### config.mk
export PLATFORM = sky130hd
export DESIGN_NAME = ccol_to_c_sram
export DESIGN_NICKNAME = d
export VERILOG_FILES = /design/src/rtl/ccol_to_c_sram.sv
export SDC_FILE = /design/constraint.sdc
export NUM_CORES = 1
export LEC_CHECK = 0
export BUFFER_PORTS_ARGS = -buffer_cell sky130_fd_sc_hd__buf_2
export CORE_MARGIN = 2
export CORE_UTILIZATION = 38
export DETAILED_ROUTE_END_ITERATION = 10
export GPL_TIMING_DRIVEN = 0
export PLACE_DENSITY = 0.66
export SLEW_MARGIN = 0
export SYNTH_ARGS = -nofsm -noshare
export SYNTH_HDL_FRONTEND = slang
export SYNTH_SLANG_ARGS = --single-unit
### constraint.sdc
create_clock -name clk -period 10.07 [get_ports clk]
set_input_delay 0.5035 -clock clk [delete_from_list [all_inputs] [get_ports clk]]
set_output_delay 0.5035 -clock clk [all_outputs]
set_load 0.03 [all_outputs]
### src/rtl/ccol_to_c_sram.sv
// ---------------------------------------------------------------------------
// ccol_to_c_sram
//
// Takes one M-element column vector per transfer and scatters it into a
// row-organised SRAM: element r of the column lands in SRAM row r at column
// k_idx. Only rows whose row_en bit is set are written. Writes go out at one
// per cycle, with disabled rows skipped for free. A one-cycle wr_done pulse
// follows the last write.
//
// Handshake: ccol_valid/ccol_ready use strict valid/ready semantics. A
// transfer happens on a rising clk edge where both are high. ccol_ready is
// high only in IDLE and never while rst is asserted. The producer may change
// or drop its inputs freely once the transfer edge has passed.
//
// Ports
//   clk, rst          single clock; asynchronous active-high reset
//   ccol_valid/ready  column offer / block can accept
//   k_idx             destination SRAM column (sampled on accept)
//   c_col             M x DATA_W packed column, element r at [r*DATA_W +: DATA_W]
//   row_en            per-row write enable (sampled on accept)
//   c_en/c_re/c_we    SRAM strobes (c_re is never asserted)
//   c_row/c_k         SRAM row / column address
//   c_wdata/c_wmask   SRAM write data / byte mask
//   busy              high whenever the FSM is outside IDLE
//   wr_done           one-cycle pulse after the last write of a column
//   dbg_state         current FSM state, for observation
// ---------------------------------------------------------------------------
module ccol_to_c_sram #(
  parameter int M      = 8,
  parameter int KMAX   = 1024,
  parameter int DATA_W = 32,
  parameter int BYTE_W = DATA_W / 8,
  localparam int ROW_W = (M > 1) ? $clog2(M) : 1,
  localparam int K_W   = (KMAX > 1) ? $clog2(KMAX) : 1
) (
  input  logic                  clk,
  input  logic                  rst,
  input  logic                  ccol_valid,
  output logic                  ccol_ready,
  input  logic [K_W-1:0]        k_idx,
  input  logic [M*DATA_W-1:0]   c_col,
  input  logic [M-1:0]          row_en,
  output logic                  c_en,
  output logic                  c_re,
  output logic                  c_we,
  output logic [ROW_W-1:0]      c_row,
  output logic [K_W-1:0]        c_k,
  output logic [DATA_W-1:0]     c_wdata,
  output logic [BYTE_W-1:0]     c_wmask,
  output logic                  busy,
  output logic                  wr_done,
  output logic [1:0]            dbg_state
);

  typedef enum logic [1:0] {
    IDLE  = 2'd0,
    WRITE = 2'd1,
    DONE  = 2'd2
  } state_t;

  state_t                state_q;
  logic [M-1:0]          pend_q;     // rows still to be written
  logic [M*DATA_W-1:0]   data_q;     // latched column
  logic [K_W-1:0]        k_q;        // latched destination column

  logic                  c_en_q;
  logic                  c_we_q;
  logic [ROW_W-1:0]      c_row_q;
  logic [K_W-1:0]        c_k_q;
  logic [DATA_W-1:0]     c_wdata_q;
  logic [BYTE_W-1:0]     c_wmask_q;
  logic                  wr_done_q;

  // Index of the lowest set bit; 0 when no bit is set (callers guard that).
  function automatic logic [ROW_W-1:0] lowest_row(input logic [M-1:0] v);
    logic [ROW_W-1:0] idx;
    idx = '0;
    for (int i = M - 1; i >= 0; i--) begin
      if (v[i]) idx = ROW_W'(i);
    end
    return idx;
  endfunction

  logic [ROW_W-1:0] acc_row;    // first row to write straight off the accept
  logic [M-1:0]     acc_rest;   // row_en with its lowest bit cleared
  logic [ROW_W-1:0] pend_row;   // next row to write while in WRITE
  logic [M-1:0]     pend_rest;  // pend_q with its lowest bit cleared

  always_comb begin
    acc_row   = lowest_row(row_en);
    pend_row  = lowest_row(pend_q);
    // v & (v - 1) clears exactly the lowest set bit.
    acc_rest  = row_en & (row_en - 1'b1);
    pend_rest = pend_q & (pend_q - 1'b1);
  end

  // The first write is set up on the accept edge itself, so it appears in
  // the very next cycle. Each write is registered one cycle ahead from the
  // pending mask. When the mask is empty, the FSM enters DONE and raises
  // wr_done for exactly that cycle.
  always_ff @(posedge clk or posedge rst) begin
    if (rst) begin
      state_q   <= IDLE;
      pend_q    <= '0;
      data_q    <= '0;
      k_q       <= '0;
      c_en_q    <= 1'b0;
      c_we_q    <= 1'b0;
      c_row_q   <= '0;
      c_k_q     <= '0;
      c_wdata_q <= '0;
      c_wmask_q <= '0;
      wr_done_q <= 1'b0;
    end else begin
      // Strobes and address/data default to idle values every cycle.
      c_en_q    <= 1'b0;
      c_we_q    <= 1'b0;
      c_row_q   <= '0;
      c_k_q     <= '0;
      c_wdata_q <= '0;
      c_wmask_q <= '0;
      wr_done_q <= 1'b0;
      case (state_q)
        IDLE: begin
          if (ccol_valid) begin
            data_q <= c_col;
            k_q    <= k_idx;
            if (row_en != '0) begin
              state_q   <= WRITE;
              pend_q    <= acc_rest;
              c_en_q    <= 1'b1;
              c_we_q    <= 1'b1;
              c_row_q   <= acc_row;
              c_k_q     <= k_idx;
              c_wdata_q <= c_col[acc_row*DATA_W +: DATA_W];
              c_wmask_q <= '1;
            end else begin
              state_q   <= DONE;
              pend_q    <= '0;
              wr_done_q <= 1'b1;
            end
          end
        end
        WRITE: begin
          if (pend_q != '0) begin
            pend_q    <= pend_rest;
            c_en_q    <= 1'b1;
            c_we_q    <= 1'b1;
            c_row_q   <= pend_row;
            c_k_q     <= k_q;
            c_wdata_q <= data_q[pend_row*DATA_W +: DATA_W];
            c_wmask_q <= '1;
          end else begin
            // The last write is on the bus this cycle; the pulse follows it.
            state_q   <= DONE;
            wr_done_q <= 1'b1;
          end
        end
        DONE: begin
          state_q <= IDLE;
        end
        default: begin
          state_q <= IDLE;
          pend_q  <= '0;
        end
      endcase
    end
  end

  // ccol_ready is gated by rst so that it stays low while reset is held,
  // yet rises in the first cycle after release.
  assign ccol_ready = (state_q == IDLE) && !rst;
  assign busy       = (state_q != IDLE);
  assign c_en       = c_en_q;
  assign c_we       = c_we_q;
  assign c_re       = 1'b0;
  assign c_row      = c_row_q;
  assign c_k        = c_k_q;
  assign c_wdata    = c_wdata_q;
  assign c_wmask    = c_wmask_q;
  assign wr_done    = wr_done_q;
  assign dbg_state  = state_q;

endmodule

==> flow_summary.json <==
{
  "cts.repair.resized": 0,
  "grt_first_pass_wirelength_microns": 105000,
  "mappedNetlistArea_sq_um": 15500,
  "ffs_w_async_s_r_synth_pct": 100,
  "critical_path.endpoint_type": "flip-flop",
  "leakagePower_nw": 9.57,
  "cap_violations": 0,
  "vias": 16900,
  "synth_top_area_share_pct": 48.4,
  "drt_wirelength_microns": 74600,
  "avgRoutedWirePerCell_microns": 26.6,
  "die_area_sq_um": 42400,
  "number_of_distinct_standard_cells_referenced_by_the_synthesized_netlist": 61,
  "finalWeightedCongestion": 1.01,
  "grt_util_all_layers_pct": 34.6,
  "synth-edff-count": 0,
  "clock-root-buffer": "sky130_fd_sc_hd__clkbuf_16",
  "fraction_of_layout_cells_with_a_size_suffix_above_1_pct": 19.8,
  "postSynthNetCount": 2155,
  "grt_start_max_net_pins": 125,
  "critPathSlowestCell": "sky130_fd_sc_hd__clkbuf_1",
  "path_clk_slew_ns": 0.06,
  "synth_area_leaders": "sky130_fd_sc_hd__dfrtp_1, sky130_fd_sc_hd__nand2_1, sky130_fd_sc_hd__mux2i_1, sky130_fd_sc_hd__o21ai_0, sky130_fd_sc_hd__clkbuf_1",
  "cts-hold-fix-buffers": 0,
  "vdd_drop_max_v": 0.000179,
  "htreeDepth": 2,
  "cpPeakStageDelay_ns": 0.78,
  "die_x_microns": 206,
  "rr_worst_depth": 8,
  "clock_insertion_delay_worst_skew_ns": 0.56,
  "crit_path_max_fanout": 10,
  "max_slew.worst_pin.slew_ns": 1.24,
  "placement.cell_area_sq_um": 17900,
  "first_global_vias": 16200,
  "postCtsSetupBuffers": 0,
  "rows": 74,
  "hp-class": "in2async",
  "power_per_cell_area_nw_per_um2": 357,
  "relSlewSlack_pct": 17.0,
  "grt_overflow": 0,
  "timing.rr.start": "pend_q[5]",
  "postSynthCellCount": 1878,
  "num_io_pins": 334,
  "final_min_period_over_clock_period_pct": 33.5,
  "synth-seq-cells": 300,
  "critical-path-top-cell-by-count": "sky130_fd_sc_hd__clkbuf_1",
  "avgSynthCellArea_sq_um": 8.26,
  "timing.critical_path.arrival_ns": 3.79,
  "die_h_microns": 206,
  "dp_hpwl_microns": 54400,
  "cts.sinks": 300,
  "timing.critical_path.required_ns": 10.48,
  "flow.area_growth_from_synthesis_pct": 22.9,
  "tritoncts": "built",
  "final.fill_count": 4075,
  "synth_warnings": 0,
  "grt_antenna_before_repair": 3,
  "final_net_count": 2525,
  "timing.hold.ws_ns": 0.0503,
  "setup_violating_endpoint_count_in_the_final_report": 0,
  "timing.final.crit_period_ns": 3.38,
  "post_drt_via_cell_ratio": 6.01,
  "max_clock_freq_mhz": 296,
  "run_status": "completed",
  "critPathLaunchType": "flip-flop",
  "crit-reg2reg-capture": "c_wdata[13]",
  "timing_max_transition_violations_final": 0,
  "final-hold-violation-count": 0,
  "start_util_pct": 38.2,
  "portion_of_the_post_synthesis_area_used_by_sequential_elements_pct": 48.4,
  "ys_flop_type": "sky130_fd_sc_hd__dfrtp_1",
  "post-route-cell-area_sq_um": 19100,
  "drcViolationCount": 0,
  "final.setup_skew_ns": 0.0365,
  "tritoncts.num_buffers": 35,
  "detailedRoute.firstPassIterationCount": 5,
  "clock_path_buffers": 3,
  "synth_top_area_cell": "sky130_fd_sc_hd__dfrtp_1",
  "remaining_number_of_nets_flagged_by_the_antenna_check_after_routing": 0,
  "drtIter0Drc": 2210,
  "worst-setup-path-type": "reg2reg",
  "rrSetupSlack_ns": 6.69,
  "rsz0062_at_grt": "no",
  "critical_path.cell_chain": "buf_2 > nor4_4 > nand2b_1 > clkbuf_1 > clkbuf_1 > mux4_2 > o2bb2ai_1 > a21o_1",
  "io_buf_count": 331,
  "floorplan.core_area_sq_um": 40600
}
## worst max-delay path: cells and delay by family (launching register included)
family / cells / cell delay (ns)
compound gates: 2 / 0.34
buf+inv: 3 / 1.54
mux: 1 / 0.42
flops: 1 / 0.36
simple gates: 2 / 0.55
## placed cells by master (no fill, tap or decap), types with 3 or more instances in the layout
| cell type | count |
|---|---|
| sky130_fd_sc_hd__mux4_2 | 5 |
| sky130_fd_sc_hd__buf_4 | 12 |
| sky130_fd_sc_hd__clkbuf_16 | 37 |
| sky130_fd_sc_hd__inv_1 | 7 |
| sky130_fd_sc_hd__buf_1 | 9 |
| sky130_fd_sc_hd__o211ai_1 | 16 |
| sky130_fd_sc_hd__or3_1 | 16 |
| sky130_fd_sc_hd__clkinvlp_4 | 3 |
| sky130_fd_sc_hd__a31oi_1 | 8 |
| sky130_fd_sc_hd__nand2_1 | 808 |
| sky130_fd_sc_hd__clkbuf_8 | 10 |
| sky130_fd_sc_hd__nand2b_1 | 5 |
| sky130_fd_sc_hd__o221ai_1 | 40 |
| sky130_fd_sc_hd__a21o_1 | 6 |
| sky130_fd_sc_hd__buf_2 | 346 |
| sky130_fd_sc_hd__o2bb2ai_1 | 6 |
| sky130_fd_sc_hd__a21oi_1 | 79 |
| sky130_fd_sc_hd__clkbuf_1 | 125 |
| sky130_fd_sc_hd__a211oi_1 | 23 |
| sky130_fd_sc_hd__o21ai_0 | 96 |
| sky130_fd_sc_hd__nand3_1 | 27 |
| sky130_fd_sc_hd__nor3_1 | 15 |
| sky130_fd_sc_hd__a22oi_1 | 30 |
| sky130_fd_sc_hd__o22ai_1 | 26 |
| sky130_fd_sc_hd__or4_1 | 6 |
| sky130_fd_sc_hd__nor2_1 | 20 |
| sky130_fd_sc_hd__o21a_1 | 4 |
| sky130_fd_sc_hd__a221oi_1 | 19 |
| sky130_fd_sc_hd__clkinv_2 | 3 |
| sky130_fd_sc_hd__o31ai_1 | 10 |
| sky130_fd_sc_hd__o31a_1 | 13 |
| sky130_fd_sc_hd__and3_1 | 17 |
| sky130_fd_sc_hd__dfrtp_1 | 300 |
| sky130_fd_sc_hd__mux2i_1 | 54 |
| sky130_fd_sc_hd__a22o_1 | 17 |
| sky130_fd_sc_hd__mux2_2 | 14 |
## stage by stage
stage               TNS [ns]  worst slack (ns)  std cells  total power [mW]  util (%)
global route               0              6.57       2805              7.09      47.0
floorplan                  0              1.28       1878              4.06         -
finish                     0              6.69       2805              6.81      47.0
global placement     -752.28             -2.55       2741              5.31      44.0
detailed placement         0              6.51       2743              5.36      44.1
CTS                        0              6.74       2804              6.68      47.0
## worst max-delay path by stage
stage	start	endpoint	slack (ns)
after global routing	pend_q[2]	c_wdata[28]	6.57
final	pend_q[5]	c_wdata[13]	6.69
after global placement	rst	c_wdata[14]	-2.55
after floorplan	rst	c_k[0]	1.28
after detailed placement	row_en[0]	c_wdata[13]	6.51
after CTS	dbg_state[0]	c_wdata[23]	6.74
## cells in the mapped netlist (all sizes together) (23+ instances only)
master / n
buf: 37
dfrtp: 300
nand3: 27
a21oi: 79
a22oi: 30
clkbuf: 120
o221ai: 40
a211oi: 23
nor2: 23
nand2: 808
o21ai: 97
mux2i: 54
o22ai: 26
## power by group
group / internal, mW / switching [mW] / leakage, nW / total, mW
logic: 1.02 / 2.38 / 5.27 / 3.40
clock network: 0.770 / 0.545 / 0.565 / 1.32
registers: 1.78 / 0.313 / 3.74 / 2.09
total: 3.57 / 3.24 / 9.57 / 6.81
## state kept, by name, indices dropped and copies added (netlist names)
signal	count
c_k	10
c_row	3
c_wdata	32
c_wmask	1
data_q	234
dbg_state	2
k_q	10
pend_q	7
wr_done	1
## area by class of cell
type,count,area (sq um),share of cell area (%)
Timing Repair Buffer,333,1710,8.98
Clock buffer,53,1090,5.70
Antenna cell,1,2.50,0.0131
Sequential cell,300,7510,39.4
Clock inverter,8,76.3,0.400
Multi-Input combinational cell,1413,7320,38.4
Inverter,8,37.5,0.197
Tap cell,532,666,3.49
Buffer,157,662,3.47
## logic make-up after synthesis
group | after synthesis | share of synthesized area, %
AOI/OAI and AO/OA | 409 | 17.7
buffers and inverters | 165 | 4.46
muxes | 74 | 5.32
DFF | 300 | 48.4
and+or+nand+nor | 929 | 24.1
other | 1 | 0.0242
## routing by layer
metal | wire length [microns] | vias up | track usage [%]
met2 | 31700 | 1312 | 51.2
met4 | 4570 | 2 | 19.7
met3 | 9180 | 252 | 8.31
met1 | 29100 | 8120 | 46.2
met5 | 17 | - | 0
li1 | - | 7179 | -
No activity file was read; power rests on OpenSTA's default activity.
